[config.mk]
export PLATFORM = sky130hd
export DESIGN_NAME = sync_fifo
export DESIGN_NICKNAME = d
export VERILOG_FILES = /design/src/rtl/sync_fifo.sv
export SDC_FILE = /design/constraint.sdc
export NUM_CORES = 1
export LEC_CHECK = 0
export CAP_MARGIN = 10
export CORE_UTILIZATION = 58
export DETAILED_ROUTE_END_ITERATION = 10
export HOLD_SLACK_MARGIN = 0.03
export PLACE_DENSITY = 0.84
export SYNTH_ARGS = -nofsm -noshare
export SYNTH_HDL_FRONTEND = slang
export SYNTH_SLANG_ARGS = --single-unit
[constraint.sdc]
create_clock -name clk -period 5.5 [get_ports clk]
set_input_delay 0.825 -clock clk [delete_from_list [all_inputs] [get_ports clk]]
set_output_delay 0.825 -clock clk [all_outputs]
set_load 0.03 [all_outputs]
[src/rtl/sync_fifo.sv]
// sync_fifo: single-clock FIFO with binary pointers, an occupancy count,
// almost-full/almost-empty thresholds, a synchronous flush, sticky
// overflow/underflow flags and a selectable read mode (registered or FWFT).
module sync_fifo #(
    parameter int Width       = 12,
    parameter int Depth       = 4,
    parameter int AlmostFull  = 3,
    parameter int AlmostEmpty = 1,
    parameter int FWFT        = 0
) (
    input  logic                     clk,
    input  logic                     rst,
    input  logic                     flush,
    input  logic                     w,
    input  logic [Width-1:0]         wd,
    output logic                     wfull,
    output logic                     walmostfull,
    input  logic                     r,
    output logic [Width-1:0]         rd,
    output logic                     rempty,
    output logic                     ralmostempty,
    output logic [$clog2(Depth):0]   level,
    output logic                     overflow,
    output logic                     underflow,
    input  logic                     errclr
);

    localparam int PW = $clog2(Depth);
    localparam int LW = PW + 1;

    // Elaboration-time checks on parameter legality
    if (Width < 1) begin : g_bad_width
        $error("sync_fifo: Width must be >= 1");
    end
    if (Depth < 2 || (Depth & (Depth - 1)) != 0) begin : g_bad_depth
        $error("sync_fifo: Depth must be a power of 2 and >= 2");
    end
    if (AlmostFull < 1 || AlmostFull > Depth) begin : g_bad_af
        $error("sync_fifo: AlmostFull must be in 1..Depth");
    end
    if (AlmostEmpty < 0 || AlmostEmpty > Depth - 1) begin : g_bad_ae
        $error("sync_fifo: AlmostEmpty must be in 0..Depth-1");
    end
    if (FWFT != 0 && FWFT != 1) begin : g_bad_fwft
        $error("sync_fifo: FWFT must be 0 or 1");
    end

    logic [Width-1:0] mem_q [Depth];
    logic [PW-1:0]    wptr_q, wptr_d;
    logic [PW-1:0]    rptr_q, rptr_d;
    logic [LW-1:0]    level_q, level_d;
    logic             overflow_q, overflow_d;
    logic             underflow_q, underflow_d;
    logic             wr_acc, rd_acc;

    // Flags come straight from the registered level, so they move on the same
    // edge as the level itself.
    assign rempty       = (level_q == '0);
    assign wfull        = (level_q == LW'(Depth));
    assign walmostfull  = (level_q >= LW'(AlmostFull));
    assign ralmostempty = (level_q <= LW'(AlmostEmpty));
    assign level        = level_q;
    assign overflow     = overflow_q;
    assign underflow    = underflow_q;

    // Flush blocks both sides; a full/empty FIFO rejects the matching request.
    assign wr_acc = w & ~wfull  & ~flush;
    assign rd_acc = r & ~rempty & ~flush;

    // Next-state for pointers, occupancy and the sticky error flags
    always_comb begin
        wptr_d      = wptr_q;
        rptr_d      = rptr_q;
        level_d     = level_q;
        overflow_d  = overflow_q;
        underflow_d = underflow_q;

        if (flush) begin
            wptr_d  = '0;
            rptr_d  = '0;
            level_d = '0;
        end else begin
            if (wr_acc) wptr_d = wptr_q + PW'(1);
            if (rd_acc) rptr_d = rptr_q + PW'(1);
            case ({wr_acc, rd_acc})
                2'b10:   level_d = level_q + LW'(1);
                2'b01:   level_d = level_q - LW'(1);
                default: level_d = level_q;
            endcase
        end

        // Clear first so a same-cycle set takes precedence
        if (errclr) begin
            overflow_d  = 1'b0;
            underflow_d = 1'b0;
        end
        if (w & wfull & ~flush)  overflow_d  = 1'b1;
        if (r & rempty & ~flush) underflow_d = 1'b1;
    end

    // Control state register
    always_ff @(posedge clk or posedge rst) begin
        if (rst) begin
            wptr_q      <= '0;
            rptr_q      <= '0;
            level_q     <= '0;
            overflow_q  <= 1'b0;
            underflow_q <= 1'b0;
        end else begin
            wptr_q      <= wptr_d;
            rptr_q      <= rptr_d;
            level_q     <= level_d;
            overflow_q  <= overflow_d;
            underflow_q <= underflow_d;
        end
    end

    // Storage array; contents are deliberately not reset
    always_ff @(posedge clk) begin
        if (wr_acc) mem_q[wptr_q] <= wd;
    end

    if (FWFT != 0) begin : g_fwft
        // Head word is presented combinationally; only meaningful when not empty
        assign rd = mem_q[rptr_q];
    end else begin : g_reg
        logic [Width-1:0] rd_q, rd_d;

        // Capture the head word on an accepted pop, hold otherwise (incl. flush)
        always_comb begin
            rd_d = rd_q;
            if (rd_acc) rd_d = mem_q[rptr_q];
        end

        // Registered read data
        always_ff @(posedge clk or posedge rst) begin
            if (rst) rd_q <= '0;
            else     rd_q <= rd_d;
        end

        assign rd = rd_q;
    end

endmodule

Word-level counts from Yosys, hierarchy flattened
Memories as Yosys holds them, arrays and structs flattened. A register that Yosys moved wholly into a read port is not among the register bits.
Index checks and enable logic that the tools add are counted.
{"block": "totals", "memories": 1, "in_bits": 18, "elab_cells": 43, "mem_bits_rw": 48, "reg_bits": 9}
{"memory": "mem_q", "words": 4, "width": 12, "rd": 1, "rd_clocked_by_memory_dff": 1, "write_ports": 1, "line_no": "48", "rtl": "logic [Width-1:0] mem_q [Depth];"}
{"block": "op_classes", "muxes": 11, "n_eq_ne": 3, "n_bitwise": 11, "order_cmp": 2, "n_reduce_logical": 6, "n_addsub": 4}
{"cell": "1-bit bitwise AND", "n": 8}
{"cell": "2-bit two-way mux", "n": 4}
{"cell": "2-bit nonzero test", "n": 4}
{"cell": "3-bit case mux with 2 select lines", "n": 1}
{"cell": "1-bit two-way mux", "n": 5}
{"cell": "2-bit by 1-bit adder with 2-bit output, second input constant", "n": 2}
{"cell": "3-bit by 1-bit adder with 3-bit output, second input constant", "n": 1}
{"cell": "3-bit == test, second input constant", "n": 1}
{"cell": "3-bit by 2-bit >= comparator with 1-bit output, second input constant", "n": 1}
{"cell": "3-bit by 1-bit <= comparator with 1-bit output, second input constant", "n": 1}
{"cell": "3-bit zero test", "n": 1}
{"cell": "3-bit two-way mux", "n": 1}
{"cell": "1-bit NOT", "n": 3}
{"cell": "3-bit nonzero test", "n": 1}
{"cell": "3-bit by 1-bit subtractor with 3-bit output, second input constant", "n": 1}
{"cell": "2-bit by 1-bit == test with 1-bit output, second input constant", "n": 1}
{"cell": "2-bit == test, second input constant", "n": 1}

Depth between registers and ports, before layout
Gate-level depths: netlist of run 1.
{"block": "depth", "ltp_word": 7, "ltp_mapped": 7, "depth_no_buf": 7}

Least setup slack after synthesis of run 1
OpenSTA, ideal clock, no wires.
{"block": "synth_timing", "path_type": "register to output", "startpoint": "reg level_q[0], in the netlist level[0]", "endpoint": "out walmostfull", "stages_incl_launch_ff": 3, "t_arrival_ns": 1.402, "required_ns": 4.675, "setup_slack_ns": 3.273, "n_path_buf": 0, "cell_sequence": "dfrtp_1 inv_1 o21ai_0"}
{"block": "synth_via", "elab_chain_len": 1}
{"element": "start: declaration", "line_no": "51", "rtl": "logic [LW-1:0] level_q, level_d;"}
{"element": "start signal: assignment", "line_no": "112", "rtl": "level_q <= level_d;"}
{"element": "3-bit by 2-bit >= comparator with 1-bit output", "line_no": "60", "rtl": "assign walmostfull = (level_q >= LW'(AlmostFull));"}
{"element": "end: declaration", "line_no": "17", "rtl": "output logic walmostfull,"}
No other way between the ends.

Worst setup path after layout of run 1
{"block": "layout_timing", "startpoint": "reg level_q[0], in the netlist level[0]", "endpoint": "out rempty"}
{"block": "layout_via", "elab_chain_len": 1}
{"element": "3-bit zero test", "line_no": "58", "rtl": "assign rempty = (level_q == '0);"}
{"element": "end: declaration", "line_no": "20", "rtl": "output logic rempty,"}
No other way between the ends.

==> results.yml, run 1 <==
clocking:
  clk_pin_slew_worst_paths_ns: 0.08
  clockBufferDepth: 2
  cts_hold_buf: 0
  cts.repair.resized: 0
  cts_sinks: 69
  cts_buffers: 9
  ctsRootBufferMaster: "clkbuf_8"
  clk-insertion-delay-late_ns: 0.34
  post_cts_buffers: 0
  htreeDepth: 3
  cts_tree: "built"
worst_setup_path:
  ff2ff_setup_slack_ns: 2.94
  critPathMaxFanout: 5
  ff2ff_path_depth: 6
  worstSetupPathType: "flip-flop to output port"
  critical_path.slowest_cell: "clkdlybuf4s50_1"
  cp_cell_sequence: "inv_1 -> ha_1 -> nand2b_1 -> inv_1 -> clkdlybuf4s50_1"
  cp-end-kind: "output port"
  max_stage_delay_ns: 0.72
  cpMostUsedCell: "inv_1"
  crit_path_start_kind: "flip-flop"
  r2r_start: "level[0]$_DFFE_PP0P_"
  required_ns: 4.68
  r2r-end: "rd[3]$_DFFE_PP0P_"
  critical_path_arrival_ns: 2.24
placed_design:
  place_hpwl_um: 3490
  place.port_buffers: 38
  gp_congestion: 0.824
  pre_cts_ws_ns: 2.30
finish:
  fin_util_pct: 75.9
  regArea_um2: 1970
  diodes: 0
  multi_input_area_um2: 767
  fillCellCount: 271
  nNetsFinal: 232
  drive_gt1_share_pct: 19.0
  area.growth.synth_to_final_pct: 22.3
logic_synthesis:
  synth-seq-cells: 69
  synth-xor-area-share_pct: 1.57
  ys_warn_count: 0
  synth_ff_type: "edfxtp_1"
  syn_avg_cell_area_um2: 17.4
  synth_area_um2: 2800
  netlist_instances: 161
  synthTopCellsByCount: "edfxtp_1, dfrtp_1, mux2_2, mux4_2, inv_1"
  synthAdderAreaFrac_pct: 4.03
  synth_area_leaders: "edfxtp_1, dfrtp_1, mux4_2"
  yosys.area_share.simple_pct: 4.87
  yosysSeqAreaShare_pct: 70.3
  yosysTopAreaCell: "edfxtp_1"
  async_flop_share_pct: 30.4
  synth_edf_count: 48
  syn_nets: 188
  synthMostInstantiatedCell: "edfxtp_1"
  synth_compound_area_share_pct: 2.10
  synth_cell_types: 28
  synth_top_family_by_area: "multiplexers"
  synthMuxAreaShare_pct: 14.8
  synth_top_area_share_pct: 51.5
global_route:
  overflow: 0
  grt_pass1_wl_um: 8370
  antenna_found_initial: 0
  grt_usage_pct: 23.4
  grt_pass1_vias: 1655
  grt_max_degree: 22
timing:
  final_hold_viol_count: 0
  period_share_pct: 55.7
  fmax_ghz: 0.327
  slew_viol_final: 0
  tns_ns: 0
  rsz0062_at_grt: "false"
  setup_viol: 0
  setup_ws_ns: 2.44
  worst_clock_skew_ns: 0.00842
  post-route-min-period_ns: 3.06
  slew-limit-headroom_pct: 22.1
  tightest_slew_ns: 1.16
power_and_ir_drop:
  powerDensity_nw_per_um2: 528
  ir_drop_mv: 0.273
  power.leakage_nw: 1.26
detailed_routing:
  vias: 1509
  drc_errors: 0
  vias_per_cell: 5.76
  drtIter0Drc: 86
  finalWirelength_um: 5260
  first_pass_iters: 6
  wl_per_cell_um: 20.1
  ant_nets: 0
hold_path:
  min_path_cells: 1
  min-delay-start: "rd[4]$_DFFE_PP0P_"
  min_to: "rd[4]$_DFFE_PP0P_"
  hold_class: "flip-flop to flip-flop"
floorplanning:
  top_level_ports: 39
  initial_core_util_pct: 62.1
  die_w_um: 71.5
  core_um2: 4500
  rows: 24
  die_area_um2: 5110
  die_y_um: 71.5
run:
  cap_violations: 0
outcome:
  status: "completed"
state kept, by name, summed over array words and instances, names as in the netlist:
register	count
level	3
mem_q	48
overflow	1
rd	12
rptr_q	2
underflow	1
wptr_q	2
cells in the final DEF (no fill, tap or decap), types with 2 or more instances in the layout:
| master | instances |
|---|---|
| inv_1 | 11 |
| nand3_1 | 3 |
| xor2_1 | 3 |
| nor2_1 | 9 |
| edfxtp_1 | 48 |
| clkbuf_8 | 10 |
| o21ai_0 | 2 |
| a21oi_1 | 2 |
| o22ai_1 | 2 |
| nand2_1 | 6 |
| and2_1 | 4 |
| mux4_2 | 12 |
| ha_1 | 9 |
| xnor2_1 | 2 |
| mux2_2 | 12 |
| dfrtp_1 | 21 |
| clkinvlp_4 | 2 |
| clkdlybuf4s50_1 | 38 |
area by class of cell:
type	instances	area share, %
flip-flops and latches	69	57.5
multi-input cells	76	22.4
repair buffers	38	11.1
clock buffers	10	4.02
well taps	52	1.90
clock inverters	6	1.83
inverters	11	1.21
metal layers:
layer	vias to the layer above	routed length (um)	GRT usage, %
met4	0	148	13.3
met2	45	2700	38.7
met3	12	214	4.92
met5	-	0	0
li1	685	-	-
met1	767	2200	29.1
cells by family (layout without fill, tap and decap cells):
kind of cell / Yosys count / in the layout
mux: 25 / 25
flops: 69 / 69
simple gates: 28 / 28
buf+inv: 16 / 65
xor+xnor: 5 / 5
compound gates: 9 / 9
fa+ha+maj: 9 / 9
report_power, final:
part | internal [mW] | switching (mW)
combinational | 0.311 | 0.356
clock | 0.220 | 0.189
sequential | 0.644 | 0.0862
critical path, delay by kind of cell (launching register included):
family,cells,cell delay [ns]
adders and majority gates,1,0.28
buffers and inverters,3,1.06
and+or+nand+nor,1,0.14
DFF,1,0.43
through the flow:
step	cell area (um2)	std cells	hold slack (ns)	power, mW
floorplan	2800	161	0.543	1.15
global placement	3220	246	0.491	1.37
detailed placement	3220	246	0.499	1.41
CTS	3420	262	0.517	1.82
global route	3420	262	0.526	1.88
finish	3420	262	0.513	1.81
worst max-delay path by stage:
stage	startpoint	end	cells past startpoint
finish	level[0]$_DFFE_PP0P_	rempty	5
global route	level[0]$_DFFE_PP0P_	rempty	5
floorplan	level[0]$_DFFE_PP0P_	walmostfull	2
global placement	flush	rd[11]$_DFFE_PP0P_	4
CTS	level[0]$_DFFE_PP0P_	rempty	5
detailed placement	flush	rd[11]$_DFFE_PP0P_	4
No activity file was read; power rests on OpenSTA's default activity.
==> run 2: changes to the inputs <==
--- a/config.mk
+++ b/config.mk
@@ -6,10 +6,10 @@
 export NUM_CORES = 1
 export LEC_CHECK = 0
 export CAP_MARGIN = 10
-export CORE_UTILIZATION = 58
+export CORE_UTILIZATION = 48
 export DETAILED_ROUTE_END_ITERATION = 10
 export HOLD_SLACK_MARGIN = 0.03
-export PLACE_DENSITY = 0.84
+export PLACE_DENSITY = 0.74
 export SYNTH_ARGS = -nofsm -noshare
 export SYNTH_HDL_FRONTEND = slang
 export SYNTH_SLANG_ARGS = --single-unit
==> constraint.sdc (replaced) <==
create_clock -name clk -period 2.7 [get_ports clk]
set_input_delay 0.405 -clock clk [delete_from_list [all_inputs] [get_ports clk]]
set_output_delay 0.405 -clock clk [all_outputs]
set_load 0.03 [all_outputs]
==> run 2 against run 1 <==
  * Sequential share of layout area fell by 1.1 points
  * Register-to-register slack got worse by 2.4 ns
  * Clock-buffer cell count rose by 1
  * Setup slack got worse by 2.3 ns
  * Cell count rose by 8.4%
  * Core utilization fell by 13 points
  * Critical endpoint unchanged
  * Largest cell class unchanged
==> results.yml, run 2 (same netlist as run 1, synthesis figures left out) <==
outcome:
  status: "completed"
finish:
  fin_cells: 284
  drive_gt1_share_pct: 19.8
  largest_register: "mem_q"
  layout_commonest_cell: "edfxtp_1"
  diodes: 0
  area.growth.synth_to_final_pct: 24.6
  fin_util_pct: 62.5
  mostFrequentLayoutCells: "edfxtp_1, clkdlybuf4s50_1, dfrtp_1"
  largest_reg_flops: 48
  nNetsFinal: 234
clocking:
  ctsRootBufferMaster: "clkbuf_8"
  htreeDepth: 3
  post_cts_buffers: 0
  cts_hold_buf: 0
  clk_pin_slew_worst_paths_ns: 0.07
  clk-insertion-delay-late_ns: 0.34
  cts_buffers: 9
  cts_sinks: 69
  cts.repair.resized: 0
  cts_tree: "built"
  clockBufferDepth: 2
placed_design:
  place_hpwl_um: 3440
  gp_congestion: 0.878
  place.port_buffers: 38
  dp_cells: 268
hold_path:
  min-delay-start: "rd[1]$_DFFE_PP0P_"
  min_path_cells: 1
  min_to: "rd[1]$_DFFE_PP0P_"
  hold_class: "flip-flop to flip-flop"
power_and_ir_drop:
  power_frac_seq_pct: 38.6
  p_sw_mw: 1.25
  pwr-share-clk_pct: 24.8
  pwr-share-comb_pct: 36.7
  power.leakage_nw: 1.28
  power_switching_share_pct: 33.3
  ir_drop_mv: 0.550
  powerDensity_nw_per_um2: 1080
  total_power_mw: 3.76
  internal_power_mw: 2.51
detailed_routing:
  vias_per_cell: 5.28
  vias: 1500
  wl_per_cell_um: 17.7
  drc_errors: 0
  ant_nets: 0
  drtIter0Drc: 123
  finalWirelength_um: 5020
  first_pass_iters: 4
global_route:
  grt_usage_pct: 18.9
  antenna_found_initial: 0
  grt_max_degree: 22
  grt_pass1_vias: 1603
  overflow: 0
  grt_pass1_wl_um: 8200
timing:
  tns_ns: 0
  post-route-min-period_ns: 2.56
  period_share_pct: 94.8
  setup_viol: 0
  fmax_ghz: 0.391
  slew_viol_final: 0
  slew-limit-headroom_pct: 39.4
  final_hold_viol_count: 0
  rsz0062_at_grt: "false"
  whs_ns: 0.514
  tightest_slew_ns: 0.908
  worst_clock_skew_ns: 0.00656
floorplanning:
  die_area_um2: 6140
  die_w_um: 78.3
  rows: 27
  top_level_ports: 39
  initial_core_util_pct: 50.2
  die_y_um: 78.3
  core_um2: 5570
worst_setup_path:
  r2r_start: "level[0]$_DFFE_PP0P_"
  max_stage_delay_ns: 0.68
  required_ns: 2.30
  r2r-end: "mem_q[0][6]$_DFFE_PP_"
  crit_path_start_kind: "flip-flop"
  cp_cell_sequence: "inv_1 -> ha_1 -> nand2b_1 -> inv_1 -> clkdlybuf4s50_1"
  critical_path_arrival_ns: 2.16
  critPathTopFamily: "buffers and inverters"
  cpMostUsedCell: "inv_1"
  ff2ff_path_depth: 6
  critPathBufInv: 3
  worstSetupPathType: "flip-flop to output port"
  critPathMaxFanout: 5
  critical_path.slowest_cell: "clkdlybuf4s50_1"
  cp-end-kind: "output port"
  ff2ff_setup_slack_ns: 0.53
run:
  cap_violations: 0
run 2: cell count changes in the layout (fill, tap and decap cells not counted):
cell	before	now
clkinv_2	1	0
clkbuf_1	0	1
clkinv_1	1	0
bufinv_16	1	2
buf_4	0	2
run 2: layer usage:
layer	global-route usage, %	part of all wire, %
met3	4.65	3.5
met1	23.5	44
met2	30.1	49
met5	0	0
met4	11.1	3.0
run 2: worst max-delay path by stage:
stage                         start               endpoint  slack [ns]  depth (start not counted)
2_1_floorplan  level[0]$_DFFE_PP0P_      rd[0]$_DFFE_PP0P_        0.53                          7
3_3_place_gp                  flush  mem_q[1][4]$_DFFE_PP_        0.50                          5
3_5_place_dp                  flush  mem_q[0][6]$_DFFE_PP_        0.37                          5
4_1_cts        level[0]$_DFFE_PP0P_                 rempty        0.14                          5
5_1_grt        level[0]$_DFFE_PP0P_                 rempty        0.04                          5
6_report       level[0]$_DFFE_PP0P_                 rempty        0.14                          5
run 2: power groups by stage:
stage | Sequential (mW) | Clock [mW] | Combinational, mW
after global placement | 1.46 | 0 | 1.36
after floorplan | 1.66 | 0 | 0.687
after detailed placement | 1.48 | 0 | 1.38
final | 1.45 | 0.931 | 1.38
after global routing | 1.48 | 0.990 | 1.48
after CTS | 1.45 | 0.945 | 1.39
run 2: through the flow:
step | cell area [um2] | setup WS, ns
after floorplan | 2800 | 0.533
after global placement | 3260 | 0.503
after detailed placement | 3260 | 0.370
after CTS | 3490 | 0.138
after global routing | 3490 | 0.0378
final | 3490 | 0.140
run 2: layout make-up:
| cell class | instances | area [um2] |
|---|---|---|
| multi-input combinational | 76 | 767 |
| fill | 401 | 2090 |
| timing repair buffer | 40 | 395 |
| sequential | 69 | 1970 |
| tap | 72 | 90.1 |
| inverter | 11 | 41.3 |
| clock buffer | 11 | 141 |
| clock inverter | 5 | 83.8 |
run 2: worst reg2reg max path, cell delays in order, from the launching register on:
cell and delay (ns):
dfrtp_1 0.43, inv_1 0.14, ha_1 0.28, nand2_1 0.13
inv_1 0.07, nor2_1 0.18, and2_1 0.57
==> run 3: changes to the inputs <==
--- a/config.mk
+++ b/config.mk
@@ -10,6 +10,7 @@
 export DETAILED_ROUTE_END_ITERATION = 10
 export HOLD_SLACK_MARGIN = 0.03
 export PLACE_DENSITY = 0.74
+export RECOVER_POWER = 50
 export SYNTH_ARGS = -nofsm -noshare
 export SYNTH_HDL_FRONTEND = slang
 export SYNTH_SLANG_ARGS = --single-unit
==> run 3 against run 2 <==
  * Combinational power about the same
  * Cell count unchanged
  * Final area hardly changed
  * Core utilization barely moved
  * Highest routed layer unchanged
==> results.yml, run 3 (same netlist as run 1, synthesis figures left out) <==
placed_design:
  dp_cells: 268
  place.port_buffers: 38
  place_hpwl_um: 3440
  pre_cts_ws_ns: 0.370
  gp_congestion: 0.878
finish:
  largest_register: "mem_q"
  layout_commonest_cell: "edfxtp_1"
  mostFrequentLayoutCells: "edfxtp_1, clkdlybuf4s50_1, dfrtp_1"
  area.growth.synth_to_final_pct: 24.5
  drive_gt1_share_pct: 19.3
  fin_cells: 284
  nNetsFinal: 234
  fin_util_pct: 62.5
  largest_reg_flops: 48
  diodes: 0
worst_setup_path:
  critical_path_arrival_ns: 2.13
  max_stage_delay_ns: 0.68
  critical_path.slowest_cell: "clkdlybuf4s50_1"
  cpMostUsedCell: "inv_1"
  cp-end-kind: "output port"
  critPathBufInv: 3
  required_ns: 2.30
  crit_path_start_kind: "flip-flop"
  cp_cell_sequence: "inv_1 -> ha_1 -> nand2b_1 -> inv_1 -> clkdlybuf4s50_1"
  critPathTopFamily: "buffers and inverters"
  worstSetupPathType: "flip-flop to output port"
  critPathMaxFanout: 5
timing:
  fmax_ghz: 0.395
  post-route-min-period_ns: 2.53
  tns_ns: 0
  setup_ws_ns: 0.168
  rsz0062_at_grt: "false"
  setup_viol: 0
  slew-limit-headroom_pct: 39.3
  slew_viol_final: 0
  worst_clock_skew_ns: 0.00642
  tightest_slew_ns: 0.910
  period_share_pct: 93.8
  final_hold_viol_count: 0
clocking:
  post_cts_buffers: 0
  cts_sinks: 69
  cts_buffers: 9
  clockBufferDepth: 2
  ctsRootBufferMaster: "clkbuf_8"
  htreeDepth: 3
  clk-insertion-delay-late_ns: 0.34
  cts_tree: "built"
  cts_hold_buf: 0
  clk_pin_slew_worst_paths_ns: 0.07
  cts.repair.resized: 0
detailed_routing:
  vias: 1501
  drtIter0Drc: 122
  drc_errors: 0
  first_pass_iters: 4
  finalWirelength_um: 5030
  ant_nets: 0
  vias_per_cell: 5.29
  wl_per_cell_um: 17.7
floorplanning:
  initial_core_util_pct: 50.2
  die_area_um2: 6140
  die_w_um: 78.3
  top_level_ports: 39
  rows: 27
  core_um2: 5570
  die_y_um: 78.3
global_route:
  grt_pass1_wl_um: 8200
  grt_pass1_vias: 1603
  grt_usage_pct: 18.9
  overflow: 0
  grt_max_degree: 22
  antenna_found_initial: 0
power_and_ir_drop:
  power.leakage_nw: 1.28
  powerDensity_nw_per_um2: 1070
  ir_drop_mv: 0.547
  total_power_mw: 3.74
outcome:
  status: "completed"
run:
  cap_violations: 0
hold_path:
  hold_class: "flip-flop to flip-flop"
[run 3: final timing paths]
kind                                      startpoint                     to  slack (ns)  cells after the start
min in group asynchronous                        rst      rd[0]$_DFFE_PP0P_        0.70                      2
worst max register to register  level[0]$_DFFE_PP0P_  mem_q[0][6]$_DFFE_PP_        0.54                      6
worst min register to register     rd[3]$_DFFE_PP0P_      rd[3]$_DFFE_PP0P_        0.51                      1
worst min-delay path               rd[3]$_DFFE_PP0P_      rd[3]$_DFFE_PP0P_        0.51                      1
worst max-delay path            level[0]$_DFFE_PP0P_                 rempty        0.17                      5
max in group asynchronous                        rst     rd[11]$_DFFE_PP0P_        1.43                      2
[run 3: power by group]
part           switching [mW]  internal, mW  total, mW
clock network           0.384         0.547      0.931
logic                   0.728         0.636       1.36
registers               0.135          1.31       1.45
total                    1.25          2.50       3.74
[run 3: worst register-to-register path: cells and delay by family (launching register included)]
family | cells | cell delay (ns)
adders and majority gates | 1 | 0.27
buffers and inverters | 2 | 0.21
DFF | 1 | 0.43
and+or+nand+nor | 3 | 0.88
[run 3: cell type report]
class | instances | area [um2]
timing repair buffer | 40 | 395
multi-input combinational | 76 | 764
clock inverter | 5 | 83.8
clock buffer | 11 | 141
tap | 72 | 90.1
inverter | 11 | 41.3
fill | 401 | 2090
sequential | 69 | 1970
[run 3: metal layers]
metal | part of all wire, % | up-vias | track usage (%) | routed length, um
li1 | - | 693 | - | -
met1 | 44 | 752 | 23.5 | 2220
met2 | 49 | 43 | 30.1 | 2460
met3 | 3.7 | 13 | 4.65 | 185
met4 | 3.1 | 0 | 11.1 | 154
met5 | 0 | - | 0 | 0
[run 3: through the flow]
step / area, um2 / hold WS, ns
after floorplan: 2800 / 0.382
after global placement: 3260 / 0.488
after detailed placement: 3260 / 0.495
after CTS: 3490 / 0.519
after global routing: 3480 / 0.536
final: 3480 / 0.509
